==> config.mk <==
export PLATFORM = sky130hd
export DESIGN_NAME = pipe_stage_skid
export DESIGN_NICKNAME = d
export VERILOG_FILES = /design/src/rtl/pipe_stage_skid.sv
export SDC_FILE = /design/constraint.sdc
export NUM_CORES = 1
export LEC_CHECK = 0
export ABC_AREA = 1
export BUFFER_PORTS_ARGS = -buffer_cell sky130_fd_sc_hd__buf_2
export CAP_MARGIN = 20
export CORE_UTILIZATION = 56
export DETAILED_ROUTE_END_ITERATION = 8
export MAX_ROUTING_LAYER = met4
export PLACE_DENSITY_LB_ADDON = 0.3
export SYNTH_ARGS = -nofsm -noshare
export SYNTH_HDL_FRONTEND = slang
export SYNTH_SLANG_ARGS = --single-unit
==> constraint.sdc <==
create_clock -name clk -period 1.8 [get_ports clk]
set_clock_uncertainty 0.2 [all_clocks]
set_input_delay 0.45 -clock clk [delete_from_list [all_inputs] [get_ports clk]]
set_output_delay 0.45 -clock clk [all_outputs]
set_load 0.05 [all_outputs]
==> src/rtl/pipe_stage_skid.sv <==
// ---------------------------------------------------------------------------
// pipe_stage_skid
// ---------------------------------------------------------------------------
// Purpose:
//    Generic pipeline stage register that sits between two stages of the
//    in-order core.
//    - Carries one packed payload bus with a valid/ready handshake.
//    - flush discards every held and incoming beat.
//    - Whenever no beat is held, the bubble encoding NOP_VAL is driven.
//    - With SKID=1 a second (skid) entry absorbs the beat that arrives in
//      the cycle back-pressure appears. in_ready can then be a register, so
//      out_ready never ripples combinationally back up the pipeline.
//    - With SKID=0 the stage is a single register with a combinational
//      in_ready.
//
// Parameters:
//    DATA_W   payload width in bits
//    NOP_VAL  payload driven on out_data while out_valid=0
//    SKID     1 = two entries with registered in_ready, 0 = single entry
//    CNT_W    width of the optional performance counters
//
// Ports:
//    clk         rising-edge clock
//    rst         synchronous active-high reset
//    flush       drop every held and incoming beat this cycle
//    in_valid    upstream beat valid
//    in_ready    stage can take a beat
//    in_data     upstream payload
//    out_valid   downstream beat valid
//    out_ready   downstream takes the beat
//    out_data    downstream payload (NOP_VAL while out_valid=0)
//    stall_cnt   cycles with out_valid=1 and out_ready=0  (PIPE_STAGE_PERF_EN)
//    bubble_cnt  cycles with out_valid=0 outside reset     (PIPE_STAGE_PERF_EN)
//
// Optional feature macro: PIPE_STAGE_PERF_EN
//    Adds the saturating stall/bubble counters. The counters are cleared by
//    rst and are left alone by flush.
// ---------------------------------------------------------------------------
module pipe_stage_skid #(
   parameter int unsigned        DATA_W  = 111,
   parameter logic [DATA_W-1:0]  NOP_VAL = {DATA_W{1'b0}},
   parameter int unsigned        SKID    = 1,
   parameter int unsigned        CNT_W   = 32
) (
   input  logic              clk,
   input  logic              rst,
   input  logic              flush,
   input  logic              in_valid,
   output logic              in_ready,
   input  logic [DATA_W-1:0] in_data,
   output logic              out_valid,
   input  logic              out_ready,
   output logic [DATA_W-1:0] out_data
`ifdef PIPE_STAGE_PERF_EN
   ,
   output logic [CNT_W-1:0]  stall_cnt,
   output logic [CNT_W-1:0]  bubble_cnt
`endif
);

   logic              mainValid_q, mainValid_d;
   logic [DATA_W-1:0] mainData_q,  mainData_d;
   logic              skidValid_q, skidValid_d;
   logic [DATA_W-1:0] skidData_q,  skidData_d;
   logic              inFire;
   logic              loadMain;

   // Reject nonsensical configurations at elaboration time.
   if (DATA_W == 0 || CNT_W == 0) begin : gBadParam
      $error("pipe_stage_skid: DATA_W and CNT_W must be non-zero");
   end

   // The main register may take a new value whenever its current beat is
   // either absent or leaving this cycle.
   assign inFire   = in_valid & in_ready;
   assign loadMain = ~mainValid_q | out_ready;

   // Next-state logic for both entries.
   // - The skid entry always drains into main before any fresh input, which
   //   keeps beats in order.
   // - A beat that arrives while main is stalled can only be accepted when
   //   the skid entry is free. In SKID=0 mode in_ready is already low in
   //   that case, so the skid path never fires.
   // - flush overrides everything else.
   // - Empty entries are parked at NOP_VAL so no stale payload lingers.
   always_comb begin
      mainValid_d = mainValid_q;
      mainData_d  = mainData_q;
      skidValid_d = skidValid_q;
      skidData_d  = skidData_q;

      if (loadMain) begin
         if (skidValid_q) begin
            mainValid_d = 1'b1;
            mainData_d  = skidData_q;
            skidValid_d = 1'b0;
            skidData_d  = NOP_VAL;
         end else if (inFire) begin
            mainValid_d = 1'b1;
            mainData_d  = in_data;
         end else begin
            mainValid_d = 1'b0;
            mainData_d  = NOP_VAL;
         end
      end else if (inFire) begin
         skidValid_d = 1'b1;
         skidData_d  = in_data;
      end

      if (flush) begin
         mainValid_d = 1'b0;
         mainData_d  = NOP_VAL;
         skidValid_d = 1'b0;
         skidData_d  = NOP_VAL;
      end
   end

   // Main output register.
   // - Reset empties it and parks the payload at the bubble encoding.
   // - While stalled, mainData_d equals mainData_q, so the payload is held.
   always_ff @(posedge clk) begin
      if (rst) begin
         mainValid_q <= 1'b0;
         mainData_q  <= NOP_VAL;
      end else begin
         mainValid_q <= mainValid_d;
         mainData_q  <= mainData_d;
      end
   end

   if (SKID != 0) begin : gSkid
      logic inReady_q;

      // Skid entry plus registered ready.
      // - inReady_q tracks "skid entry free" for the coming cycle.
      // - It is computed from skidValid_d, so it rises again in the cycle
      //   right after the skid entry drains.
      // - Reset leaves the stage ready.
      always_ff @(posedge clk) begin
         if (rst) begin
            skidValid_q <= 1'b0;
            skidData_q  <= NOP_VAL;
            inReady_q   <= 1'b1;
         end else begin
            skidValid_q <= skidValid_d;
            skidData_q  <= skidData_d;
            inReady_q   <= ~skidValid_d;
         end
      end

      // rst gates the registered ready so beats offered during reset are
      // never taken.
      assign in_ready = inReady_q & ~rst;
   end else begin : gNoSkid
      // Single-entry mode.
      // - There is no skid storage at all.
      // - in_ready follows the main register's ability to load.
      assign skidValid_q = 1'b0;
      assign skidData_q  = NOP_VAL;
      assign in_ready    = ~rst & loadMain;
   end

   // The explicit mux guarantees the bubble encoding on out_data whenever
   // no beat is offered.
   assign out_valid = mainValid_q;
   assign out_data  = mainValid_q ? mainData_q : NOP_VAL;

`ifdef PIPE_STAGE_PERF_EN
   logic [CNT_W-1:0] stallCnt_q;
   logic [CNT_W-1:0] bubbleCnt_q;

   // Saturating performance counters.
   // - stall counts cycles where a valid beat is blocked downstream.
   // - bubble counts cycles with nothing to offer.
   // - Only rst clears them; flush does not.
   always_ff @(posedge clk) begin
      if (rst) begin
         stallCnt_q  <= '0;
         bubbleCnt_q <= '0;
      end else begin
         if (mainValid_q && !out_ready && stallCnt_q != '1) begin
            stallCnt_q <= stallCnt_q + 1'b1;
         end
         if (!mainValid_q && bubbleCnt_q != '1) begin
            bubbleCnt_q <= bubbleCnt_q + 1'b1;
         end
      end
   end

   assign stall_cnt  = stallCnt_q;
   assign bubble_cnt = bubbleCnt_q;
`endif

endmodule

== After elaboration in Yosys (flattened, before gate mapping) ==
Cells that the tools add are included.

* Flip-flop bits (word level): 225
* Latch bits: 0
* Bits in writable memories: 0
* ROM bits: 0
* Input port bits: 116
* Memories kept: 0

* Add/subtract/negate cells: 0
* Multiply operators: 0
* Div/mod/pow operators: 0
* Magnitude comparators: 0
* Equality and inequality tests: 1
* Shift operators: 0
* Mux-type cells: 11
* Bitwise operators: 6
* Reduce and logical (&&, ||, !) cells: 3

{| class="wikitable"
|+ Operators by type and width
! cell !! count
|-
| 111-bit two-way mux || 6
|-
| 1-bit two-way mux || 5
|-
| 1-bit inverter || 3
|-
| 1-bit bitwise AND || 2
|-
| 2-bit != test, second input constant || 1
|-
| 2-bit AND reduction || 1
|-
| 2-bit nonzero test || 1
|-
| 2-bit OR reduction || 1
|-
| 1-bit OR || 1
|}

== Depth between registers and ports, before layout ==
* Depth in word-level cells: 7
* Gate-level depth with buffers: 8
* Depth with buffers taken out: 6

== Least setup slack after synthesis ==
Ideal clock, no wire load.

* Path kind: register -> output
* From: register mainValid_q, in the netlist out_valid
* To: output out_data[105]
* Data arrival time: 1.651 ns
* Required time: 1.150 ns
* Path slack: -0.501 ns
* Stages on the path, launching flop included: 5
* Buffers on the path: 2
* Cells stage by stage: dfxtp_1 -> clkbuf_1 -> clkbuf_1 -> nand2_1 -> inv_1

* Word-level cells in the longest chain between the ends: 1

{| class="wikitable"
|+ RTL lines
! what !! RTL line !! text
|-
| start, declared || 61 || <nowiki>logic mainValid_q, mainValid_d;</nowiki>
|-
| start signal, assigned || 126 || <nowiki>mainValid_q <= mainValid_d;</nowiki>
|-
| 111-bit two-way mux || 166 || <nowiki>assign out_data = mainValid_q ? mainData_q : NOP_VAL;</nowiki>
|-
| end, declared || 53 || <nowiki>output logic [DATA_W-1:0] out_data</nowiki>
|}

No other way between the ends.

== Final worst setup path ==
* From: register mainValid_q, in the netlist out_valid
* To: output out_data[18]

Same word-level chain as after synthesis.

==> results by group <==
Logic synthesis
  – Count of cell types in the netlist: 13
  – Avg Inst Size Synth: ~5.7 sq um
  – Post-synthesis cell count: approximately 2000
  – YS warnings: 0
  – Mapped Nets: between 2000 and 2500
  – Seq/Total Area, Yosys: about two fifths
  – Post-synthesis register bit count: ~230
  – Synth Cell Area: roughly 12000 sq um

Status
  – Status: finished, violations left
  – Failing checks: setup timing

Placed design
  – Placed Cells: approximately 2500
  – IO Port Bufs: 228
  – Routability cong.: 0.853
  – Hpwl dp: roughly 19000 um

Power and ir drop
  – Sw frac: 23.9%
  – Power Internal: roughly 8 mW
  – Power Total: between 10 and 15 mW
  – Switching power: between 2 and 3 mW
  – Share of power burned in registers: 47.0%
  – Worst vdd ir: 0.000637 V
  – Leakage power: just over 9 nW
  – Combinational share of power: about 8.1%
  – Clk pwr share: around 45%
  – Power Dens Cells: ~670 nW/um^2

Worst setup path
  – CP bufs+invs: 4
  – Crit path launch: out_valid
  – Reg2Reg Depth: 9
  – Instance count on the critical path: 5
  – Reg2reg start: out_valid
  – Slowest stage cell on the critical path: dfxtp_4
  – CP cell instances: buf_12 -> buf_16 -> nand2_1 -> clkinvlp_4 -> buf_8
  – CP top delay family: buffers and inverters
  – Reg-to-reg slack, setup: -0.01 ns
  – CP Data Arrival Time: between 1.5 and 2 ns
  – Critical path required time: about 1.2 ns
  – Worst Path Max Fanout: 13
  – Termination of the worst setup path: out_data[18]
  – Kind of critical path: register to output port
  – Critical Path Sink Type: output port
  – RR Endpoint: skidData_q[98]
  – CP peak stage delay: ~0.44 ns
  – CP Launch Type: register

Floorplan
  – Io pins: 229
  – Die Ht: 147 um
  – Starting Density: a little under three fifths
  – Die area: about 21000 sq um
  – FP Rows: 52
  – Die W: between 100 and 150 um
  – Core Area: slightly above 20000 sq um

Drt
  – Final wirelength: 35400 um
  – DRC: 0
  – Per-cell routed wire length: ~14 um
  – Post-DRT Antenna Nets: 0
  – DRT iter0 DRCs: between 1000 and 1500
  – Routed vias: 12717
  – Pre-antenna DRT Iters: 5
  – Vias per Instance: a little over 5

Min path
  – Hold Crit Class: input port to register
  – Hold path start: in_data[82]

CTS
  – Clock buffer depth: 3
  – Cts bufs inserted: 24
  – Clock Latency Late Sink: 0.51 ns
  – CTS tree: done
  – Clock sinks: between 200 and 250
  – Cts hold-fix bufs: 0
  – H-tree depth: 1
  – Clock root cell: clkbuf_16
  – Clk slew on worst S/H paths: 0.06 ns

Cells and area
  – Layout fillers: 1367
  – Synth-to-Final Area Change: 37.1%
  – Layout cell share with drive strength beyond 1: between 20% and 30%
  – Finished Layout Cells: approximately 2500
  – Final net count: about 2400

Global route
  – Largest net degree at the start of global routing: 73
  – Vias in the first global route: around 11000
  – First-pass GRT wire length: around 53000 um
  – Initial antenna violation count: 5
  – Global Route Usage Sum: between 30% and 40%
  – GRT Residual Overflow: 0

Timing
  – Final Slew Violations: 0
  – Final setup vio count: roughly 120
  – RSZ-0062 raised after global routing: yes
  – Slew margin rel.: between 60 and 70%
  – Minimum clock period after layout: about 2.3 ns
  – Fmax achieved: between 400 and 500 MHz
  – Worst setup margin: -0.461 ns
  – Fin. Hold Viols: 0
  – Least-Margin Pin Slew: 0.462 ns
  – Final period util: 126%

Job
  – Maxcap violations: 0
[logic make-up (layout without fill, tap and decap cells)]
group / after synthesis / count (layout) / synth area share, %
buffers and inverters: 473 / 680 / 15.9
flip-flops: 225 / 225 / 38.5
AND/OR/NAND/NOR: 1344 / 1344 / 45.5
AO/OA/AOI/OAI: 1 / 1 / 0.0535
other: 0 / 5 / 0
[power groups by stage]
stage / clock [mW] / combinational, mW / sequential, mW
after floorplan: 0 / 0.451 / 5.16
after global placement: 0 / 0.742 / 5.16
after detailed placement: 0 / 0.755 / 5.16
after CTS: 4.88 / 0.795 / 5.06
after global routing: 5.12 / 0.949 / 5.06
final: 4.85 / 0.868 / 5.06
[routing by layer]
metal  track usage, %  share of wire, %
met1             37.5                40
met2             50.7                49
met3             4.38               8.2
met4             11.8               3.6
met5                -                 0
[worst min-delay path by stage]
stage / end / slack, ns / cells after the start
after floorplan: mainData_q[100] / 0.23 / 2
after global placement: mainData_q[0] / 0.24 / 2
after detailed placement: mainData_q[57] / 0.24 / 2
after CTS: skidData_q[82] / 0.09 / 5
after global routing: skidData_q[85] / 0.12 / 5
final: skidData_q[82] / 0.1 / 5
[worst min-delay path, delay by kind of cell]
| family | cells | cell delay (ns) |
|---|---|---|
| and+or+nand+nor | 3 | 0.19 |
| buffers and inverters | 2 | 0.14 |
[cells in the mapped netlist]
master,number,share of area (%)
nand3_1,1,0.043
inv_1,338,11
nor2_1,336,11
nand4_1,111,5.9
dfxtp_1,225,38
inv_2,2,0.064
nand2_1,895,29
buf_2,68,2.9
buf_4,1,0.064
a31oi_1,1,0.053
clkbuf_1,45,1.4
nor2_4,1,0.096
buf_1,19,0.61
[sequential cells by signal (all words and copies together), names as in the netlist]
register	cells
mainData_q	111
skidData_q	111
gSkid.inReady_q	1
out_valid	1
skidValid_q	1
[layout by cell type (no fill, tap or decap), types with 2 or more instances in the layout]
cell / netlist / routed
buf_12: 0 / 32
buf_16: 0 / 3
buf_2: 68 / 114
buf_4: 1 / 28
buf_6: 0 / 50
buf_8: 0 / 61
clkbuf_1: 45 / 6
clkbuf_16: 0 / 35
clkbuf_8: 0 / 4
clkinv_2: 0 / 7
clkinvlp_4: 0 / 90
dfxtp_1: 225 / 223
dfxtp_4: 0 / 2
diode_2: 0 / 5
inv_1: 338 / 238
inv_2: 2 / 9
nand2_1: 895 / 849
nand2_2: 0 / 24
nand2_4: 0 / 22
nand4_1: 111 / 111
nor2_1: 336 / 335
nor2_4: 1 / 2
[final cells by class]
type / instances / area (sq um) / share of cell area, %
Multi-Input combinational cell: 1345 / 5570 / 34.7
Sequential cell: 225 / 4510 / 28.1
Timing Repair Buffer: 298 / 3230 / 20.1
Inverter: 340 / 1620 / 10.1
Clock buffer: 35 / 703 / 4.38
Tap cell: 270 / 338 / 2.10
Clock inverter: 7 / 62.6 / 0.390
Antenna cell: 5 / 12.5 / 0.0779
[per-stage QoR]
step	setup slack [ns]	utilization [%]	TNS, ns	hold slack (ns)	area, sq um
after global routing	-0.492	78.8	-50.76	0.118	16100
after CTS	-0.456	74.9	-49.37	0.0913	15300
after global placement	-0.115	67.2	-11.58	0.235	13700
after floorplan	-0.114	-	-8.05	0.226	12100
after detailed placement	-0.148	67.2	-19.71	0.239	13700
final	-0.461	78.8	-43.24	0.0993	16100
[what timing repair did]
action	in CTS	in global routing
gates resized for setup	229	138
setup endpoints to repair	113	334
cloned	2	11
setup buffers	4	9
pin swaps	0	4
Note: power is estimated with default switching activity, not from simulation.
